File: config.mk
export PLATFORM = sky130hd
export DESIGN_NAME = unidade_controle
export DESIGN_NICKNAME = d
export VERILOG_FILES = /design/src/rtl/unidade_controle.sv
export SDC_FILE = /design/constraint.sdc
export NUM_CORES = 1
export LEC_CHECK = 0
export CAP_MARGIN = 0
export CORE_MARGIN = 3
export CORE_UTILIZATION = 55
export DETAILED_ROUTE_END_ITERATION = 12
export HOLD_SLACK_MARGIN = 0.05
export PLACE_DENSITY = 0.76
export SYNTH_ARGS = -nofsm -noshare
export SYNTH_HDL_FRONTEND = slang
export SYNTH_SLANG_ARGS = --single-unit
File: constraint.sdc
create_clock -name clock -period 3 [get_ports clock]
set_clock_uncertainty 0.05 [all_clocks]
set_input_delay 0.3 -clock clock [delete_from_list [all_inputs] [get_ports clock]]
set_output_delay 0.3 -clock clock [all_outputs]
set_load 0.01 [all_outputs]
File: src/rtl/unidade_controle.sv
// Game control unit: Moore FSM sequencing the level-based puzzle game.
// A 26-bit timer limits each level's play time and then holds a pause
// after each level is solved.
//
// Ports:
//   clock                 - single clock, rising edge
//   reset                 - synchronous, active-high reset
//   iniciar               - start/restart request (level-sampled)
//   nivel_concluido       - datapath: current level solved
//   nivelIgualUltimoNivel - datapath: level counter is at the last level
//   contaN                - increment level counter
//   zeraN                 - clear level counter
//   zeraM                 - reset matrix, edge detectors and button register
//   pronto                - game ended
//   ganhou                - game won
//   perdeu                - game lost on timeout
//   db_estado             - current state encoding (debug)
module unidade_controle #(
  parameter int unsigned TEMPO_NIVEL = 50000000,
  parameter int unsigned TEMPO_PAUSA = 25000000
) (
  input  logic       clock,
  input  logic       reset,
  input  logic       iniciar,
  input  logic       nivel_concluido,
  input  logic       nivelIgualUltimoNivel,
  output logic       contaN,
  output logic       zeraN,
  output logic       zeraM,
  output logic       pronto,
  output logic       ganhou,
  output logic       perdeu,
  output logic [3:0] db_estado
);

  typedef enum logic [2:0] {
    StInicial      = 3'd0,
    StPreparacao   = 3'd1,
    StCarregaNivel = 3'd2,
    StJogando      = 3'd3,
    StNivelOk      = 3'd4,
    StProximoNivel = 3'd5,
    StFimGanhou    = 3'd6,
    StFimPerdeu    = 3'd7
  } state_e;

  localparam logic [25:0] NivelFim = 26'(TEMPO_NIVEL - 1);
  localparam logic [25:0] PausaFim = 26'(TEMPO_PAUSA - 1);

  state_e      state_q, state_d;
  logic [25:0] timer_q, timer_d;

  always_ff @(posedge clock) begin
    if (reset) begin
      state_q <= StInicial;
      timer_q <= '0;
    end else begin
      state_q <= state_d;
      timer_q <= timer_d;
    end
  end

  // Next-state and timer logic
  always_comb begin
    state_d = state_q;
    timer_d = timer_q;
    unique case (state_q)
      StInicial: begin
        if (iniciar) state_d = StPreparacao;
      end
      StPreparacao: begin
        state_d = StCarregaNivel;
      end
      StCarregaNivel: begin
        timer_d = '0;
        state_d = StJogando;
      end
      StJogando: begin
        // Solving the level takes priority over the timeout in the same cycle.
        if (nivel_concluido) begin
          timer_d = '0;
          state_d = StNivelOk;
        end else begin
          timer_d = timer_q + 26'd1;
          if (timer_q == NivelFim) state_d = StFimPerdeu;
        end
      end
      StNivelOk: begin
        timer_d = timer_q + 26'd1;
        if (timer_q == PausaFim) begin
          state_d = nivelIgualUltimoNivel ? StFimGanhou : StProximoNivel;
        end
      end
      StProximoNivel: begin
        state_d = StCarregaNivel;
      end
      StFimGanhou, StFimPerdeu: begin
        if (iniciar) state_d = StPreparacao;
      end
      default: begin
        state_d = StInicial;
      end
    endcase
  end

  // Moore outputs: decoded from the state register only
  always_comb begin
    contaN = 1'b0;
    zeraN  = 1'b0;
    zeraM  = 1'b0;
    pronto = 1'b0;
    ganhou = 1'b0;
    perdeu = 1'b0;
    unique case (state_q)
      StPreparacao: begin
        zeraN = 1'b1;
        zeraM = 1'b1;
      end
      StCarregaNivel: zeraM = 1'b1;
      StProximoNivel: contaN = 1'b1;
      StFimGanhou: begin
        pronto = 1'b1;
        ganhou = 1'b1;
      end
      StFimPerdeu: begin
        pronto = 1'b1;
        perdeu = 1'b1;
      end
      default: ;
    endcase
  end

  assign db_estado = {1'b0, state_q};

endmodule

==> metrics.cfg <==
[sta]
finalMaxSlewViolations = 0
relSlewSlack_pct = 56.7
fmax_mhz = 415
hold_viol = 0
post-route-period-util_pct = 80.2
fin_crit_ns = 2.41
setup_tns_ns = 0
grt_setup_unrepaired = false
max_slew.worst_pin.slew_ns = 0.649
final-setup-viol-count = 0
worst_slack_ns = 0.593

[critical_path]
crit_type = reg -> reg
arrival_ns = 2.62
startpoint_type = flop
rr_startpoint = state_q[2]$_SDFFE_PP0P_
critPathMaxStageDelay_ns = 0.65
path_buf_inv = 0
rr_endpoint = timer_q[19]$_SDFFE_PP0P_
crit_fanout = 19
rrSetupSlack_ns = 0.59
critical-path-top-delay-family = simple AND/OR/NAND/NOR gates
slowest_stage = dfxtp_1
path_cells = nor3b_2 > o2111ai_2 > or4_1 > a21oi_1
setup.worst_path.start = state_q[2]$_SDFFE_PP0P_
cp-end-kind = flop
required_ns = 3.21
r2r_cells = 4

[cells_and_area]
final_nets = 231
drive_above_1_share_pct = 6.19
area_growth_pct = 12.6
multiInputGateArea_um2 = 1080
seq_area_um2 = 581
nFillCells = 273
antenna_cells = 0

[power_and_ir_drop]
p_leak_nw = 0.579
power_density_nw_per_um2 = 420
ir_drop_mv = 0.260

[logic_synthesis]
ys_seq_elements = 29
syn_avg_cell_area_um2 = 8.10
synth-simple-area-share_pct = 32.3
synth_compound_area_share_pct = 23.9
ys_seq_area_share_pct = 33.2
synthTopCellsByArea = dfxtp_1, a21oi_1, or4_1
syn_inst = 216
yosysTopAreaCell = dfxtp_1
synthXorXnorAreaFrac_pct = 4.00
synthAdderAreaFrac_pct = 0.715
async_reset_ff_share_pct = 0
yosysWarnings = 0
synth_cell_types = 51
synth_nets = 222
syn-cell-area_um2 = 1750
synth_mux_area_share_pct = 0.572
synth_top_family_by_area = simple AND/OR/NAND/NOR gates
yosys.area.top_type_share_pct = 33.2
synth-edff-count = 0
synth_ff_type = dfxtp_1

[die]
io_pins = 15
rows = 19
core-area_um2 = 2900
die_w_um = 62.4
start_util_pct = 60.4
die_area_um2 = 3900
die_h_um = 62.4

[routing]
via_per_inst = 6.38
top_layer = met4
wl_per_cell_um = 15.1
drt-total-wl_um = 4040
drt-initial-drc-count = 128
dr_total_vias = 1709
first_pass_iters = 4
routed-wl-met3_um = 224
route.detailed.drc = 0
route.met2.wl_um = 1960
antenna_left = 0
met1_length_um = 1810

[clocking]
numCtsBuffers = 5
cts_tree = yes
cts_setup_buffers = 0
clk_pin_slew_ns = 0.10
cts_hold_buf = 0
root_buffer = clkbuf_4
max-clock-path-buffers = 2
insertion_delay_ns = 0.33
cts_sinks = 29
post_cts_resized = 0
h-tree-depth = 2

[min_path]
holdPathStages = 2
hold_class = reg -> reg
holdCritStartpoint = timer_q[25]$_SDFFE_PP0P_
holdPathEnd = timer_q[25]$_SDFFE_PP0P_

[grt]
grt_max_degree = 22
antenna_found_initial = 0
overflow = 0
grt_pass1_vias = 1601
track_usage_pct = 22.3
grt_pass1_wl_um = 7200

[place]
detailed_place_hpwl_um = 2960
port_buffers = 13
dp_slack_ns = 0.670
place_congestion = 0.898

[job]
cap_viol_max_count = 0

[outcome]
status = finished clean

final cells by class:
class | instances | area share, %
timing repair buffer | 15 | 7.37
multi-input combinational | 167 | 54.9
clock inverter | 1 | 1.52
inverter | 7 | 1.33
clock buffer | 7 | 2.79
sequential | 29 | 29.5
tap | 42 | 2.67
layout by cell type, fill, tap and decap left out, types with 2 or more instances in the layout:
cell	count
dfxtp_1	29
a21oi_1	18
nor2_1	17
nand2_1	15
clkdlybuf4s50_1	13
or4_1	12
nand3_1	10
o21ai_0	10
o31ai_1	9
inv_1	7
nand4_1	6
xnor2_1	5
or3_1	5
clkbuf_4	5
nor2b_1	4
and2_1	3
and4_1	3
nor4_1	3
o21a_1	3
a211oi_1	3
xor2_1	3
and3_1	2
nand2b_1	2
nand3b_1	2
nor4bb_1	2
nor4b_1	2
nor3_1	2
a31oi_1	2
a211o_1	2
o311ai_0	2
buf_4	2
synthesized netlist by cell type, drive strengths merged (2+ instances only):
| cell | count |
|---|---|
| dfxtp | 29 |
| a21oi | 18 |
| nor2 | 17 |
| nand2 | 15 |
| or4 | 12 |
| nand3 | 10 |
| o21ai | 10 |
| o31ai | 9 |
| clkbuf | 8 |
| inv | 7 |
| nand4 | 6 |
| buf | 5 |
| or3 | 5 |
| xnor2 | 5 |
| nor2b | 4 |
| nor4 | 4 |
| a2111oi | 3 |
| a211oi | 3 |
| and2 | 3 |
| and4 | 3 |
| o21a | 3 |
| xor2 | 3 |
| a211o | 2 |
| a31oi | 2 |
| and3 | 2 |
| nand2b | 2 |
| nand3b | 2 |
| nor3 | 2 |
| nor3b | 2 |
| nor4b | 2 |
| nor4bb | 2 |
| o2111ai | 2 |
| o211ai | 2 |
| o311ai | 2 |
logic make-up after synthesis:
group | after synthesis
XOR/XNOR | 8
multiplexers | 1
other | 1
buffers and inverters | 20
flip-flops | 29
AO/OA/AOI/OAI | 60
AND/OR/NAND/NOR | 96
adder cells (fa/ha/maj) | 1
worst max-delay path by stage:
stage	to	depth (start not counted)	slack [ns]
finish	timer_q[19]$_SDFFE_PP0P_	4	0.59
global route	timer_q[20]$_SDFFE_PP0P_	4	0.36
CTS	timer_q[20]$_SDFFE_PP0P_	4	0.63
detailed placement	timer_q[20]$_SDFFE_PP0P_	4	0.67
global placement	timer_q[20]$_SDFFE_PP0P_	4	0.82
floorplan	timer_q[21]$_SDFFE_PP0P_	6	1.24
per-layer routing:
metal | global-route usage (%) | up-vias
met2 | 36.1 | 53
li1 | - | 842
met4 | 8.82 | 0
met3 | 6.65 | 7
met5 | 0 | -
met1 | 27.7 | 807
worst reg2reg max path, stage by stage (launching register included):
cell       delay, ns
dfxtp_1         0.65
nor3b_2         0.53
o2111ai_2       0.38
or4_1           0.58
a21oi_1         0.15
state kept, by name, indices dropped and copies added (netlist names):
register	flops
timer_q	26
state_q	3
power breakdown:
part | leakage [nW] | internal, mW | switching [mW]
sequential | 0.234 | 0.390 | 0.0163
combinational | 0.299 | 0.0381 | 0.0432
clock | 0.0455 | 0.199 | 0.141
total | 0.579 | 0.627 | 0.200
through the flow:
| step | utilization, % | hold slack, ns | instances | total power, mW | instance area (um^2) |
|---|---|---|---|---|---|
| 2_1_floorplan | - | 0.415 | 216 | 0.465 | 1750 |
| 3_3_place_gp | 65.0 | 0.439 | 260 | 0.494 | 1890 |
| 3_5_place_dp | 65.0 | 0.451 | 260 | 0.497 | 1890 |
| 4_1_cts | 67.9 | 0.463 | 268 | 0.834 | 1970 |
| 5_1_grt | 67.9 | 0.511 | 268 | 0.865 | 1970 |
| 6_report | 67.9 | 0.463 | 268 | 0.828 | 1970 |
No activity file was read; power rests on OpenSTA's default activity.
